==> src/rtl/qcm_gate_pkg.sv <==
// ============================================================================
// qcm_gate_pkg : gate encodings, descriptor layout and sequencer state enum
// Rev 1.0
// ============================================================================
`default_nettype none

package qcm_gate_pkg;

  localparam logic [1:0] GT_H    = 2'd0;
  localparam logic [1:0] GT_S    = 2'd1;
  localparam logic [1:0] GT_CNOT = 2'd2;
  localparam logic [1:0] GT_MEAS = 2'd3;

  function automatic int qw_of(input int n);
    return (n > 1) ? $clog2(n) : 1;
  endfunction

  localparam int DEFAULT_NUM_QUBIT = 4;
  localparam int DEFAULT_QW        = qw_of(DEFAULT_NUM_QUBIT);

  typedef struct packed {
    logic                  last;
    logic [1:0]            gtype;
    logic [DEFAULT_QW-1:0] q1;
    logic [DEFAULT_QW-1:0] q2;
  } gate_desc_t;

  typedef enum logic [1:0] {
    SEQ_IDLE    = 2'd0,
    SEQ_RUN     = 2'd1,
    SEQ_READOUT = 2'd2
  } seq_state_t;

endpackage

`default_nettype wire

==> src/rtl/gate_fifo.sv <==
// ============================================================================
// gate_fifo : show-ahead FIFO for gate descriptors; head reads as 0 when empty
// Rev 1.0
// ============================================================================
`default_nettype none

module gate_fifo #(
  parameter  int WIDTH = 7,
  parameter  int DEPTH = 16,
  localparam int AW    = $clog2(DEPTH),
  localparam int CW    = AW + 1
) (
  input  logic             clk,
  input  logic             rst,
  input  logic             push,
  input  logic             pop,
  input  logic [WIDTH-1:0] wdata,
  output logic [WIDTH-1:0] rdata,
  output logic [CW-1:0]    count,
  output logic             full,
  output logic             empty
);

  logic [WIDTH-1:0] mem [DEPTH];
  logic [AW-1:0]    wr_ptr;
  logic [AW-1:0]    rd_ptr;
  logic             do_push;
  logic             do_pop;

  assign full    = (count == CW'(DEPTH));
  assign empty   = (count == '0);
  assign do_push = push && !full;
  assign do_pop  = pop && !empty;
  assign rdata   = empty ? '0 : mem[rd_ptr];

  always_ff @(posedge clk) begin
    if (do_push) mem[wr_ptr] <= wdata;
  end

  // Power-of-2 depth lets the pointers wrap by natural overflow
  always_ff @(posedge clk or negedge rst) begin
    if (!rst) begin
      wr_ptr <= '0;
      rd_ptr <= '0;
      count  <= '0;
    end else begin
      if (do_push) wr_ptr <= wr_ptr + 1'b1;
      if (do_pop)  rd_ptr <= rd_ptr + 1'b1;
      count <= count + CW'(do_push) - CW'(do_pop);
    end
  end

endmodule

`default_nettype wire

==> src/rtl/gate_stream_sequencer.sv <==
// ============================================================================
// gate_stream_sequencer : buffers host gates and sequences the control unit
// Rev 1.0
// ============================================================================
`default_nettype none

module gate_stream_sequencer
  import qcm_gate_pkg::*;
#(
  parameter  int num_qubit  = 4,
  parameter  int FIFO_DEPTH = 16,
  localparam int QW         = qw_of(num_qubit),
  localparam int DW         = 3 + 2 * QW
) (
  input  logic          clk,
  input  logic          rst,
  input  logic          gate_valid,
  output logic          gate_ready,
  input  logic [DW-1:0] gate_data,
  input  logic          ld_gate_info,
  input  logic          done_readout,
  output logic          start,
  output logic [1:0]    gate_type,
  output logic [QW-1:0] qubit_pos1,
  output logic [QW-1:0] qubit_pos2,
  output logic          gate_end,
  output logic          literal_phase_readout,
  output logic          busy,
  output logic          circuit_done,
  output logic          underrun_err,
  output logic [15:0]   gates_issued
);

  localparam int CW = $clog2(FIFO_DEPTH) + 1;

  typedef struct packed {
    logic          last;
    logic [1:0]    gtype;
    logic [QW-1:0] q1;
    logic [QW-1:0] q2;
  } desc_t;

  seq_state_t    state;
  seq_state_t    state_nxt;
  desc_t         head;
  logic [DW-1:0] head_raw;
  logic [CW-1:0] count;
  logic [CW-1:0] last_cnt;
  logic          full;
  logic          empty;
  logic          push;
  logic          pop;
  logic          go;
  logic          ld_run;
  logic          end_now;
  logic          underrun_now;
  logic          end_pend;
  logic          start_q;
  logic          done_q;
  logic          underrun_q;
  logic [15:0]   issued_q;

  gate_fifo #(
    .WIDTH (DW),
    .DEPTH (FIFO_DEPTH)
  ) u_fifo (
    .clk   (clk),
    .rst   (rst),
    .push  (push),
    .pop   (pop),
    .wdata (gate_data),
    .rdata (head_raw),
    .count (count),
    .full  (full),
    .empty (empty)
  );

  assign head         = desc_t'(head_raw);
  assign gate_ready   = !full;
  assign push         = gate_valid && !full;
  assign ld_run       = (state == SEQ_RUN) && ld_gate_info;
  assign pop          = ld_run && !empty && !end_pend;
  assign end_now      = ld_run && (end_pend || empty);
  assign underrun_now = ld_run && empty && !end_pend;
  assign go           = (last_cnt != '0) || (count == CW'(FIFO_DEPTH));

  always_ff @(posedge clk or negedge rst) begin
    if (!rst) state <= SEQ_IDLE;
    else      state <= state_nxt;
  end

  always_comb begin
    state_nxt = state;
    case (state)
      SEQ_IDLE:    if (go)           state_nxt = SEQ_RUN;
      SEQ_RUN:     if (end_now)      state_nxt = SEQ_READOUT;
      SEQ_READOUT: if (done_readout) state_nxt = SEQ_IDLE;
      default:                       state_nxt = SEQ_IDLE;
    endcase
  end

  // Complete circuits buffered in the FIFO; drives the IDLE->RUN decision
  always_ff @(posedge clk or negedge rst) begin
    if (!rst) last_cnt <= '0;
    else      last_cnt <= last_cnt + CW'(push && gate_data[DW-1]) - CW'(pop && head.last);
  end

  always_ff @(posedge clk or negedge rst) begin
    if (!rst) begin
      end_pend   <= 1'b0;
      start_q    <= 1'b0;
      done_q     <= 1'b0;
      underrun_q <= 1'b0;
      issued_q   <= '0;
    end else begin
      start_q <= (state == SEQ_IDLE) && go;
      done_q  <= (state == SEQ_READOUT) && done_readout;
      if ((state == SEQ_IDLE) && go) begin
        issued_q   <= '0;
        underrun_q <= 1'b0;
        end_pend   <= 1'b0;
      end
      if (pop) begin
        end_pend <= head.last;
        if (issued_q != 16'hFFFF) issued_q <= issued_q + 16'd1;
      end else if (end_now) begin
        end_pend <= 1'b0;
      end
      if (underrun_now) underrun_q <= 1'b1;
    end
  end

  always_comb begin
    start                 = start_q;
    circuit_done          = done_q;
    underrun_err          = underrun_q;
    gates_issued          = issued_q;
    busy                  = (state != SEQ_IDLE);
    literal_phase_readout = (state == SEQ_READOUT);
    gate_end              = end_now || (state == SEQ_READOUT);
    gate_type             = head.gtype;
    qubit_pos1            = head.q1;
    qubit_pos2            = head.q2;
    // The END pseudo-gate overrides the head only in the cycle it is loaded
    if (end_now) begin
      gate_type  = GT_H;
      qubit_pos1 = '0;
      qubit_pos2 = '0;
    end
  end

endmodule

`default_nettype wire

==> config.mk <==
export PLATFORM = sky130hd
export DESIGN_NAME = gate_stream_sequencer
export DESIGN_NICKNAME = d
export VERILOG_FILES = /design/src/rtl/qcm_gate_pkg.sv /design/src/rtl/gate_fifo.sv /design/src/rtl/gate_stream_sequencer.sv
export SDC_FILE = /design/constraint.sdc
export NUM_CORES = 1
export LEC_CHECK = 0
export BUFFER_PORTS_ARGS = -buffer_cell sky130_fd_sc_hd__buf_2
export CORE_MARGIN = 2
export CORE_UTILIZATION = 37
export DETAILED_ROUTE_END_ITERATION = 8
export GPL_ROUTABILITY_DRIVEN = 0
export GPL_TIMING_DRIVEN = 0
export SLEW_MARGIN = 20
export SYNTH_ARGS = -nofsm -noshare
export SYNTH_HDL_FRONTEND = slang
export SYNTH_SLANG_ARGS = --single-unit
==> constraint.sdc <==
create_clock -name clk -period 3.2 [get_ports clk]
set_input_delay 0.48 -clock clk [delete_from_list [all_inputs] [get_ports clk]]
set_output_delay 0.48 -clock clk [all_outputs]
set_load 0.01 [all_outputs]
# Word-level counts from Yosys, hierarchy flattened
# Memories as Yosys holds them, arrays and structs flattened.
# Index checks and enable logic that the tools add are counted.
# totals
register_bits	40
ramBits	112
input_bits	12
output_inout_bits	29
word_cells	68
n_memories	1
# memory_table
memory	words	word_bits	read_ports	rd_ports_with_merged_regs	write_ports	line_no	rtl
u_fifo.mem	16	7	1	0	1	gate_fifo.sv:24	logic [WIDTH-1:0] mem [DEPTH];
# op_classes
add_sub_neg	7
n_eq_ne	7
mux	17
reduce_logical	26
# op_table
operator	n
16-bit 2-to-1 mux	3
16-bit by 1-bit adder with 16-bit output (second input constant)	1
16-bit != test (second input constant)	1
1-bit logical AND	13
2-bit 2-to-1 mux	6
5-bit by 1-bit adder with 5-bit output	2
5-bit by 1-bit subtractor with 5-bit output	2
4-bit by 1-bit adder with 4-bit output (second input constant)	2
7-bit 2-to-1 mux	1
1-bit 2-to-1 mux	6
2-bit != test (second input constant)	3
2-bit one-hot mux with 3 select lines	1
5-bit equality test (second input constant)	1
5-bit logical NOT	1
5-bit nonzero test	1
2-bit nonzero test	2
1-bit logical NOT	3
1-bit logical OR	3
3-bit AND reduction	1
3-bit nonzero test	1
2-bit by 1-bit equality test with 1-bit output (second input constant)	1
2-bit equality test (second input constant)	1
2-bit logical NOT	1

# Logic depth before layout (Yosys ltp)
# Gate-level depths: netlist of the first run.
# depth
ltp_word	6
ltp_mapped	15

# Hierarchy
# A second synthesis of the first run with hierarchy kept.
# unflattened
cells_unflattened	421
area_unflattened_um2	6761.5
# modules_own_cells
module	n_inst	cells_per_inst	area_per_inst_um2	seq_area_each_um2
gate_fifo	1	264	5196.2	3688.5
gate_stream_sequencer	1	157	1565.3	675.6

# Least setup slack after synthesis of the first run
# No wires, ideal clock.
# synth_path
path_kind	register to register
start	register u_fifo.count[3]
end	register last_cnt[4]
arrival_time_ns	2.709
required_ns	3.077
path_slack_ns	0.368
path_stages_with_launch	16
n_path_buf	0
synth_period_minus_slack_ns	2.832
cell_sequence	dfrtp_1 inv_1 ha_1 or4b_4 nand2_4 inv_1 nand3_1 o21ai_0 ha_1 inv_1 ha_1 fa_1 a21oi_1 nor2_1 nor2_1 xnor2_1
# synth_via
elab_chain_cells	6
word_cells_on_any_way	12
cone_classes	2 x add/sub; 1 x eq/ne; 1 x mux; 8 x reduce/logical
# synth_rtl
element	line_no	rtl
start, declared	gate_fifo.sv:19	output logic [CW-1:0] count,
start signal, assigned	gate_fifo.sv:49	count <= count + CW'(do_push) - CW'(do_pop);
5-bit equality test / 5-bit logical NOT (equally long branches)	gate_fifo.sv:30, gate_fifo.sv:31	
1-bit logical NOT, on equally long branches	gate_stream_sequencer.sv:80, gate_stream_sequencer.sv:82	
1-bit logical AND, on equally long branches	gate_stream_sequencer.sv:80, gate_stream_sequencer.sv:82	
1-bit logical AND, on equally long branches	gate_stream_sequencer.sv:105, gate_stream_sequencer.sv:82	
5-bit by 1-bit adder with 5-bit output / 1-bit logical AND (equally long branches)	gate_stream_sequencer.sv:105	else last_cnt <= last_cnt + CW'(push && gate_data[DW-1]) - CW'(pop && head.last);
5-bit by 1-bit subtractor with 5-bit output (*)	gate_stream_sequencer.sv:105	
end signal, assigned	gate_stream_sequencer.sv:105	
end, declared	gate_stream_sequencer.sv:48	logic [CW-1:0] last_cnt;
# Every way passes the cells marked *; elsewhere a longest branch is shown, timed or not.
# A chain may end at the register's enable or synchronous reset.

# Final worst setup path of the first run
# layout_path
start	register u_fifo.count[2]
end	register last_cnt[4]
# The elaborated chain is that of the path after synthesis.

==> summary.md, run 1 <==
| Metric | Value |
|---|---|
| Vias per cell | 5.19 |
| Logic pwr share | 32.9% |
| FP Rows | 49 |
| WL/cell | 17.9 microns |
| Syn avg cell area | 15.7 sq um |
| Cell area after synthesis | 6680 sq um |
| CP Max Fanout | 5 |
| CTS Sinks | 152 |
| H-tree depth | 4 |
| CP max stage delay | 520 ps |
| Layout area overhead | 17.3% |
| DRT Pass-1 Iters | 5 |
| Post-synthesis mux area share | 11.8% |
| Largest family of logic cells by synthesized area | multiplexers |
| Die Height | 138 microns |
| Total GRT Usage | 14.4% |
| Worst-Margin Slew | 960 ps |
| Critical Path Source | u_fifo.count[2]$_DFF_PN0_ |
| Setup TNS | 0 ps |
| NumNets Final | 521 |
| MaxCap Viol Count | 0 |
| Fraction of layout instances using a drive strength above 1 | 26.1% |
| Clock network fraction of total power | 29.2% |
| Post-synth cell types | 56 |
| DRT iter0 DRCs | 283 |
| IO Count | 41 |
| Arrival time worst endpoint | 3330 ps |
| Max Transition Viols Final | 0 |
| Syn Inst Count | 426 |
| Tmin final | 2990 ps |
| Die area | 19100 sq um |
| DRC | 0 |
| Internal power | 4.56 mW |
| Maximum vdd drop | 0.437 mV |
| Ys async rst share | 26.3% |
| Worst Slack Setup Final | 210 ps |
| Critical path cell sequence | inv_1 > ha_1 > or4b_4 > nand2_4 > clkinvlp_4 > nand3_2 > o21ai_1 > ha_1 > inv_1 > ha_1 > fa_2 > a21oi_1 > nor2_1 > nor2_1 > xnor2_1 |
| Compound-gate portion of the synthesized area | 4.85% |
| Slowest cell on crit path | or4b_4 |
| WL final | 13.1 mm |
| Switch Pwr | 2.32 mW |
| Worst hold slack | 215 ps |
| Type of the worst setup path | reg2reg |
| Worst r2r src | u_fifo.count[2]$_DFF_PN0_ |
| Synth Area in Adders | 3.97% |
| Post-synth EDFFs | 112 |
| Setup Skew | 11.2 ps |
| Synth Area in Simple Gates | 9.61% |
| Net Sw Frac | 33.7% |
| DP Worst Slack | 12.9 ps |
| Final setup fails | 0 |
| Yosys warns | 0 |
| Sequential Power Share | 38.0% |
| CTS Hold Bufs | 0 |
| Startpoint types | register |
| Largest net degree at the start of global routing | 41 |
| Sequential fraction of the synthesis area | 65.3% |
| Achievable frequency | 334 MHz |
| Clk slew on worst S/H paths | 60 ps |
| Fill cells | 1530 |
| Dpl hpwl | 9.13 mm |
| Number of global-route vias before repair | 3872 |
| TritonCTS buffer count | 17 |
| WP buf/inv | 3 |
| Post-DRT Antenna Nets | 0 |
| Clock buffer depth | 2 |
| Main synth FF type | edfxtp_1 |
| XOR/XNOR Fraction of Synth Area | 1.84% |
| CP most frequent cell | ha_1 |
| Via Count | 3793 |
| Later-pin clock latency in the skew report | 420 ps |
| Ant diodes | 0 |
| Worst path top cell family by delay | adder cells |
| Die width | 138 microns |
| Total gr overflow | 0 |
| Leakage | 2.96 nW |
| Status | finished, final reports clean |
| CTS tree | yes |
| Pwr/cell area | 878 nW/um^2 |
| Rel. slew slack | 36.0% |
| Final period util | 93.4% |
| Crit path capture type | register |
| First-pass GRT wire length | 21.2 mm |
| Number of synthesized register bits | 152 |
| Post-synth net total | 458 |
| Area of the core | 17800 sq um |
| Initial antenna violation count | 0 |
| Critical Path RT | 3540 ps |
| Hold Vio Cnt, Final | 0 |
| HP Class | in2async |
| Root Buffer | clkbuf_16 |
| IO Port Bufs | 40 |
| Starting Density | 37.4% |
-- logic make-up after synthesis --
kind of cell | after synthesis
adder cells (fa/ha/maj) | 20
AND/OR/NAND/NOR | 104
AO/OA/AOI/OAI | 48
XOR/XNOR | 14
buffers and inverters | 39
multiplexers | 49
flip-flops | 152
-- worst register-to-register path: stages (launching register included) --
cell	delay [ps]
dfrtp_1	390
inv_1	80
ha_1	170
or4b_4	520
nand2_4	120
clkinvlp_4	120
nand3_2	100
o21ai_1	100
ha_1	290
inv_1	40
ha_1	200
fa_2	360
a21oi_1	160
nor2_1	50
nor2_1	110
xnor2_1	120
-- stage by stage --
step           power [mW]  std cells  area (sq um)  util (%)
2_1_floorplan        4.24        426          6680         -
3_3_place_gp         4.80        695          7170      40.2
3_5_place_dp         4.88        695          7180      40.2
4_1_cts              6.90        727          7770      43.6
5_1_grt              7.33        731          7830      43.9
6_report             6.88        731          7830      43.9
-- state kept, by name, indices dropped and copies added, names as in the netlist --
| name | flops |
|---|---|
| u_fifo.count | 5 |
| circuit_done | 1 |
| end_pend | 1 |
| gates_issued | 16 |
| underrun_err | 1 |
| last_cnt | 5 |
| u_fifo.mem | 112 |
| u_fifo.wr_ptr | 4 |
| u_fifo.rd_ptr | 4 |
| state | 2 |
| start | 1 |
-- repair_timing --
item / CTS / global route
resized for setup: 0 / 5
buffers inserted: 0 / 4
setup endpoints to repair: 0 / 2
endpoints found under the hold margin: 0 / 0
-- power by group through the flow --
stage	Clock (mW)	Combinational, mW	Sequential [mW]
2_1_floorplan	0	1.63	2.61
4_1_cts	2.04	2.24	2.61
5_1_grt	2.15	2.53	2.64
6_report	2.01	2.26	2.61
3_5_place_dp	0	2.23	2.66
3_3_place_gp	0	2.17	2.64
-- Yosys cell counts (3+ instances only) --
cell type  instances  share of area [%]
nand3_1           11               0.82
edfxtp_1         112                 50
a21oi_1            7               0.52
xor2_1             4               0.52
dfrtp_1           40                 15
nor2b_1            3               0.28
buf_2              7               0.52
or4_1              5               0.56
o31ai_1            8               0.90
mux4_2            24                8.1
nor2_1             7               0.39
nand2_1           27                1.5
mux2i_1           25                3.7
o22ai_1            6               0.56
and3_1             3               0.28
ha_1              18                3.4
and2_1            10               0.94
nand4_1            9               0.84
o21ai_0            9               0.67
and4_1             3               0.39
nor3_1             5               0.37
inv_1             25                1.4
o211ai_1           8               0.90
xnor2_1           10                1.3
-- area by class of cell --
cell class	instances	area (sq um)	area share (%)
buffer	14	76.3	0.975
clock buffer	17	425	5.43
clock inverter	15	173	2.20
inverter	25	97.6	1.25
multi-input combinational	235	2180	27.8
sequential	152	4360	55.7
tap	229	287	3.66
timing repair buffer	44	230	2.94
-- path summary, 6_finish.rpt --
path	to	slack, ps	depth (start not counted)
setup / recovery	last_cnt[4]$_DFF_PN0_	210	15
hold / removal	u_fifo.count[3]$_DFF_PN0_	220	1
setup reg to reg	last_cnt[4]$_DFF_PN0_	210	15
hold reg to reg	underrun_err$_DFFE_PN0P_	510	2
max in group asynchronous	gates_issued[10]$_DFF_PN0_	2390	1
min in group clk	state[1]$_DFFE_PN0P_	280	2
-- layer usage --
| metal | GRT usage [%] | part of all wire [%] |
|---|---|---|
| met1 | 18.5 | 45 |
| met2 | 23.8 | 50 |
| met3 | 3.53 | 3.3 |
| met5 | 0 | 0 |
| met4 | 5.26 | 1.6 |
-- placed cells by master (no fill, tap or decap), types with 3 or more instances in the layout --
cell type / instances
o31ai_1: 8
buf_4: 6
and4_1: 3
edfxtp_1: 112
dfrtp_1: 40
inv_1: 24
mux4_2: 24
and3_1: 3
o21ai_0: 8
mux2i_1: 25
o22ai_1: 6
xnor2_1: 10
or4_1: 5
nor2_1: 7
a21oi_1: 7
nand2_1: 27
and2_1: 10
nand4_1: 9
ha_1: 18
nor3_2: 4
nor2b_1: 3
buf_2: 47
nand3_1: 10
inv_6: 4
inv_8: 7
o211ai_1: 8
clkbuf_16: 17
xor2_1: 4
(Power assumes the default switching activity.)
==> inputs of run 2 (changes only) <==
--- a/config.mk
+++ b/config.mk
@@ -5,9 +5,10 @@
 export SDC_FILE = /design/constraint.sdc
 export NUM_CORES = 1
 export LEC_CHECK = 0
-export BUFFER_PORTS_ARGS = -buffer_cell sky130_fd_sc_hd__buf_2
+export BUFFER_PORTS_ARGS = -buffer_cell sky130_fd_sc_hd__buf_4
 export CORE_MARGIN = 2
 export CORE_UTILIZATION = 37
+export CTS_CLUSTER_DIAMETER = 50
 export DETAILED_ROUTE_END_ITERATION = 8
 export GPL_ROUTABILITY_DRIVEN = 0
 export GPL_TIMING_DRIVEN = 0
==> run 2 against run 1 <==
Die area stayed put. Sequential cell count stayed put. Global-route usage is 0.068 points higher. Via count is 0.63% lower. Cell count is 0.27% lower.
==> summary.md, run 2 (same netlist as run 1, synthesis figures left out) <==
| Metric | Value |
|---|---|
| Most common cell after layout, fill and taps aside | edfxtp_1 (unchanged) |
| Via Count | 3769 (was 3793) |
| Starting Density | 37.4% (unchanged) |
| WP buf/inv | 6 (was 3) |
| Tmin final | 3020 ps (was 2990 ps) |
| Slowest cell on crit path | or4b_4 (unchanged) |
| DRC | 0 (unchanged) |
| Root Buffer | clkbuf_16 (unchanged) |
| Maximum vdd drop | 0.438 mV (was 0.437 mV) |
| Global routing met2 resource utilization | 23.9% (was 23.8%) |
| Achievable frequency | 331 MHz (was 334 MHz) |
| DRT iter0 DRCs | 285 (was 283) |
| Rel. slew slack | 49.8% (was 36.0%) |
| Register name with the most flops | u_fifo.mem (unchanged) |
| First-pass GRT wire length | 21.3 mm (was 21.2 mm) |
| CP Max Fanout | 7 (was 5) |
| Die area | 19100 sq um (unchanged) |
| Dpl cell area | 7280 sq um (was 7180 sq um) |
| CP most frequent cell | inv_1 (was ha_1) |
| Ant diodes | 0 (unchanged) |
| NumNets Final | 519 (was 521) |
| MaxCap Viol Count | 0 (unchanged) |
| RSZ-0062 raised after global routing | no |
| Die width | 138 microns (unchanged) |
| Sequential Area | 4360 sq um (unchanged) |
| Setup Skew | 8.20 ps (was 11.2 ps) |
| Placed Cells incl. Taps | 695 (unchanged) |
| Worst path top cell family by delay | adder cells (unchanged) |
| Flop-to-flop setup slack | 180 ps (was 210 ps) |
| Largest net degree at the start of global routing | 41 (unchanged) |
| Fin area | 7880 sq um (was 7830 sq um) |
| Status | finished, final reports clean (unchanged) |
| Final setup fails | 0 (unchanged) |
| Startpoint types | register (unchanged) |
| Dpl hpwl | 9.23 mm (was 9.13 mm) |
| CTS Hold Bufs | 0 (unchanged) |
| CTS Sinks | 152 (unchanged) |
| Layout area overhead | 17.9% (was 17.3%) |
| Most frequent cells in the layout | 112 x edfxtp_1, 44 x buf_4, 40 x dfrtp_1 (was 112 x edfxtp_1, 47 x buf_2, 40 x dfrtp_1) |
| Vias per cell | 5.17 (was 5.19) |
| Max reg flops | 112 (unchanged) |
| WL final | 13.3 mm (was 13.1 mm) |
| TritonCTS buffer count | 17 (unchanged) |
| Pwr/cell area | 864 nW/um^2 (was 878 nW/um^2) |
| Arrival time worst endpoint | 3360 ps (was 3330 ps) |
| Clk slew on worst S/H paths | 60 ps (about the same) |
| Initial antenna violation count | 0 (unchanged) |
| Crit path capture type | register (unchanged) |
| Total GRT Usage | 14.4% (about the same) |
| Max Transition Viols Final | 0 (unchanged) |
| Fraction of layout instances using a drive strength above 1 | 25.6% (was 26.1%) |
| DRT Pass-1 Iters | 5 (unchanged) |
| Multi-input logic area | 2190 sq um (was 2180 sq um) |
| Grt met1 use | 19.0% (was 18.5%) |
| H-tree depth | 4 (unchanged) |
| Area of the core | 17800 sq um (unchanged) |
| Worst-Margin Slew | 750 ps (was 960 ps) |
| Final period util | 94.3% (was 93.4%) |
| WL/cell | 18.3 microns (was 17.9 microns) |
| Later-pin clock latency in the skew report | 420 ps (about the same) |
| Hold Vio Cnt, Final | 0 (unchanged) |
| IO Port Bufs | 40 (unchanged) |
| IO Count | 41 (unchanged) |
| Type of the worst setup path | reg2reg (unchanged) |
| Clock buffer depth | 2 (unchanged) |
| Post-DRT Antenna Nets | 0 (unchanged) |
| CTS tree | yes (unchanged) |
| Leakage | 2.93 nW (was 2.96 nW) |
| HP Class | in2async (unchanged) |
| Fill cells | 1538 (was 1530) |
| CP max stage delay | 530 ps (was 520 ps) |
| Die Height | 138 microns (unchanged) |
| Most used routing layer | met2 (unchanged) |
| Total gr overflow | 0 (unchanged) |
| FP Rows | 49 (unchanged) |
| Critical path cell sequence | inv_1 > ha_2 > or4b_4 > nand2_8 > clkinvlp_4 > buf_4 > ha_1 > inv_1 > ha_1 > inv_1 > fa_1 > inv_1 > a21oi_1 > o21bai_1 > xnor2_1 (was inv_1 > ha_1 > or4b_4 > nand2_4 > clkinvlp_4 > nand3_2 > o21ai_1 > ha_1 > inv_1 > ha_1 > fa_2 > a21oi_1 > nor2_1 > nor2_1 > xnor2_1) |
| Met3 usage | 3.08% (was 3.53%) |
| Critical Path RT | 3540 ps (about the same) |
| Number of global-route vias before repair | 3958 (was 3872) |
| Post-route non-filler standard cell count | 729 (was 731) |
## run 2: changes by cell type in the layout (fill, tap and decap cells not counted), sizes merged
cell      previous run  this run
clkbuf              19        20
inv                 35        31
buf                 56        54
clkinvlp             2         4
clkinv               2         4
bufinv               1         0
## run 2: cell type report
cell class	count	area share [%]
plain buffers	14	0.969
clock buffers	18	5.45
clock inverters	14	1.49
inverters	25	1.24
multi-input cells	235	27.8
flip-flops and latches	152	55.4
well taps	229	3.64
repair buffers	42	4.00
## run 2: path summary, 6_finish.rpt
path / start / end / cells after the start
max: u_fifo.count[2]$_DFF_PN0_ / u_fifo.count[4]$_DFF_PN0_ / 15
min: rst / last_cnt[4]$_DFF_PN0_ / 1
max reg2reg: u_fifo.count[2]$_DFF_PN0_ / u_fifo.count[4]$_DFF_PN0_ / 15
min reg2reg: underrun_err$_DFFE_PN0P_ / underrun_err$_DFFE_PN0P_ / 2
max in group asynchronous: rst / gates_issued[13]$_DFF_PN0_ / 1
min in group clk: done_readout / state[1]$_DFFE_PN0P_ / 2
## run 2: metal layers
layer	part of all wire [%]	wire, microns
met5	0	0
met4	1.2	157
met3	3.2	426
met2	51	6740
met1	45	5990
## run 2: repair_timing
| item | in CTS | in global routing |
|---|---|---|
| pin swaps | 0 | 0 |
| resized for setup | 2 | 6 |
| buffers inserted | 1 | 1 |
| setup endpoints to repair | 1 | 2 |
## run 2: worst reg2reg max path: cells and delay by family (launching register included)
family | cells | cell delay (ps)
AND/OR/NAND/NOR | 2 | 640
flip-flops | 1 | 400
AO/OA/AOI/OAI | 2 | 220
adder cells (fa/ha/maj) | 4 | 1010
buffers and inverters | 6 | 550
XOR/XNOR | 1 | 130
## run 2: power breakdown
part           total [mW]  internal [mW]  leakage [nW]  switching (mW)
Clock                1.85           1.01         0.261           0.835
Combinational        2.34           1.07          1.14            1.27
Sequential           2.62           2.43          1.52           0.181
Total                6.81           4.52          2.93            2.29
## run 2: stage by stage
step | setup WS [ps] | util [%] | total power, mW | TNS, ps | hold slack [ps]
2_1_floorplan | 368 | - | 4.24 | 0 | 184
5_1_grt | 7.73 | 44.1 | 7.20 | 0 | 79.7
3_5_place_dp | -12.1 | 40.8 | 4.97 | -12.1 | 506
4_1_cts | 24.1 | 43.9 | 6.84 | 0 | 62.4
3_3_place_gp | 40.5 | 40.7 | 4.88 | 0 | 495
6_report | 182 | 44.1 | 6.81 | 0 | 43.0
==> inputs of run 3 (changes only) <==
==> constraint.sdc (replaced) <==
create_clock -name clk -period 3.2 [get_ports clk]
set_input_delay 0.16 -clock clk [delete_from_list [all_inputs] [get_ports clk]]
set_output_delay 0.16 -clock clk [all_outputs]
set_load 0.01 [all_outputs]
==> run 3 against run 2 <==
Power is essentially flat. Utilization grew 0.11 points. Combinational power about the same. Register-to-register slack is essentially flat. Count of clock-buffer cells in the layout stayed put. First-iteration DRC count fell by 5.6%. Die area stayed put.
==> summary.md, run 3 (same netlist as run 1, synthesis figures left out) <==
| Metric | Value |
|---|---|
| Hold path start | gate_data[3] |
| Flop-to-flop setup slack | 180 ps (about the same) |
| Pwr/cell area | 862 nW/um^2 (was 864 nW/um^2) |
| Max reg flops | 112 (unchanged) |
| CP most frequent cell | inv_1 (unchanged) |
| Type of the worst setup path | reg2reg (unchanged) |
| Clock buffer depth | 2 (unchanged) |
| Final period util | 94.3% (about the same) |
| Clk slew on worst S/H paths | 60 ps (about the same) |
| CP max stage delay | 530 ps (about the same) |
| Hold Crit Depth | 1 |
| Post-DRT Antenna Nets | 0 (unchanged) |
| Worst r2r src | u_fifo.count[2]$_DFF_PN0_ (unchanged) |
| MaxCap Viol Count | 0 (unchanged) |
| Critical path cell sequence | inv_1 > ha_2 > or4b_4 > nand2_8 > clkinvlp_4 > buf_4 > ha_1 > inv_1 > ha_1 > inv_1 > fa_1 > inv_1 > a21oi_1 > o21bai_1 > xnor2_1 (unchanged) |
| Setup Skew | 7.18 ps (was 8.20 ps) |
| Worst hold slack | 52.3 ps (was 43.0 ps) |
| Final setup fails | 0 (unchanged) |
| Layout area overhead | 18.2% (was 17.9%) |
| Crit path capture type | register (unchanged) |
| Startpoint types | register (unchanged) |
| Register name with the most flops | u_fifo.mem (unchanged) |
| CP Max Fanout | 7 (unchanged) |
| IO Count | 41 (unchanged) |
| Dpl hpwl | 9.23 mm (unchanged) |
| H-tree depth | 4 (unchanged) |
| Initial antenna violation count | 0 (unchanged) |
| TritonCTS buffer count | 17 (unchanged) |
| Number of global-route vias before repair | 3963 (was 3958) |
| Worst r2r path cells | 15 (unchanged) |
| Most common cell after layout, fill and taps aside | edfxtp_1 (unchanged) |
| Status | finished, final reports clean (unchanged) |
| Arrival time worst endpoint | 3360 ps (about the same) |
| First-pass GRT wire length | 21.3 mm (unchanged) |
| Fin area | 7900 sq um (was 7880 sq um) |
| RSZ-0062 raised after global routing | no (unchanged) |
| CTS Sinks | 152 (unchanged) |
| Largest net degree at the start of global routing | 41 (unchanged) |
| Worst Slack Setup Final | 183 ps (was 182 ps) |
| Max Transition Viols Final | 0 (unchanged) |
| NumNets Final | 521 (was 519) |
| Die width | 138 microns (unchanged) |
| Fill cells | 1536 (was 1538) |
| HP Class | in2reg (was in2async) |
| Ant diodes | 0 (unchanged) |
| DP Worst Slack | -12.1 ps (unchanged) |
| Most frequent cells in the layout | 112 x edfxtp_1, 44 x buf_4, 40 x dfrtp_1 (unchanged) |
| WL final | 13.3 mm (about the same) |
| WL/cell | 18.2 microns (was 18.3 microns) |
| Tmin final | 3020 ps (about the same) |
| Hold Vio Cnt, Final | 0 (unchanged) |
| Fraction of layout instances using a drive strength above 1 | 25.5% (was 25.6%) |
| Die area | 19100 sq um (unchanged) |
| Post-route non-filler standard cell count | 731 (was 729) |
| Total GRT Usage | 14.4% (unchanged) |
| Worst-Margin Slew | 752 ps (was 750 ps) |
| FF-to-FF End | u_fifo.count[4]$_DFF_PN0_ (unchanged) |
| Leakage | 2.94 nW (was 2.93 nW) |
| CTS tree | yes (unchanged) |
| Maximum vdd drop | 0.439 mV (was 0.438 mV) |
| Dpl cell area | 7280 sq um (unchanged) |
| DRC | 0 (unchanged) |
| Placed Cells incl. Taps | 695 (unchanged) |
| Total gr overflow | 0 (unchanged) |
| Rel. slew slack | 49.6% (was 49.8%) |
| FP Rows | 49 (unchanged) |
| Achievable frequency | 331 MHz (about the same) |
| Root Buffer | clkbuf_16 (unchanged) |
| WHS Endpoint | u_fifo.mem[3][3]$_DFFE_PP_ |
| Slowest cell on crit path | or4b_4 (unchanged) |
| Via Count | 3770 (was 3769) |
| Critical Path RT | 3540 ps (about the same) |
| DRT iter0 DRCs | 269 (was 285) |
| DRT Pass-1 Iters | 5 (unchanged) |
| Area of the core | 17800 sq um (unchanged) |
| IO Port Bufs | 40 (unchanged) |
| Starting Density | 37.4% (unchanged) |
| Later-pin clock latency in the skew report | 420 ps (about the same) |
| Die Height | 138 microns (unchanged) |
| Vias per cell | 5.16 (was 5.17) |
[run 3: timing repair]
action                     in CTS  in global routing
buffers inserted                1                  1
hold endpoints to repair       42                  0
resized for setup               2                  6
setup endpoints to repair       1                  2
hold buffers                    2                  0
[run 3: through the flow]
step | util, % | power [mW] | TNS [ps]
2_1_floorplan | - | 4.24 | 0
3_3_place_gp | 40.7 | 4.88 | 0
3_5_place_dp | 40.8 | 4.97 | -12.1
4_1_cts | 44.1 | 6.84 | 0
5_1_grt | 44.3 | 7.20 | 0
6_report | 44.3 | 6.80 | 0
[run 3: worst max-delay path by stage]
stage	startpoint	to	slack, ps	cells past startpoint
floorplan	u_fifo.count[3]$_DFF_PN0_	last_cnt[4]$_DFF_PN0_	370	15
global placement	u_fifo.count[3]$_DFF_PN0_	last_cnt[4]$_DFF_PN0_	40	15
detailed placement	u_fifo.count[2]$_DFF_PN0_	last_cnt[4]$_DFF_PN0_	-10	15
CTS	u_fifo.count[2]$_DFF_PN0_	last_cnt[4]$_DFF_PN0_	20	15
global route	u_fifo.count[3]$_DFF_PN0_	last_cnt[4]$_DFF_PN0_	8	15
finish	u_fifo.count[2]$_DFF_PN0_	u_fifo.count[4]$_DFF_PN0_	180	15
[run 3: critical path: cells and delay by family (launching register included)]
family | cells | cell delay, ps
DFF | 1 | 400
adders and majority gates | 4 | 1010
xor gates and xnor gates | 1 | 130
and+or+nand+nor | 2 | 640
AOI/OAI and AO/OA | 2 | 220
buffers and inverters | 6 | 540
[run 3: area by class of cell]
cell class / count / area (sq um) / share of cell area, %
clock buffer: 18 / 429 / 5.43
sequential: 152 / 4360 / 55.3
inverter: 25 / 97.6 / 1.24
timing repair buffer: 44 / 335 / 4.25
buffer: 14 / 76.3 / 0.967
tap: 229 / 287 / 3.63
multi-input combinational: 235 / 2190 / 27.7
clock inverter: 14 / 118 / 1.49
[run 3: layer usage]
layer  vias to the layer above  track usage (%)  share of wire, %
li1                       1770                -                 -
met1                      1928             19.0                45
met2                        62             23.9                51
met3                        10             3.08               3.4
met4                         0             4.94               1.2
met5                         -                0                 0
[run 3: power breakdown]
group,internal (mW),total (mW),switching [mW],leakage [nW]
Clock,1.01,1.85,0.834,0.261
Combinational,1.07,2.34,1.27,1.15
Sequential,2.43,2.62,0.182,1.52
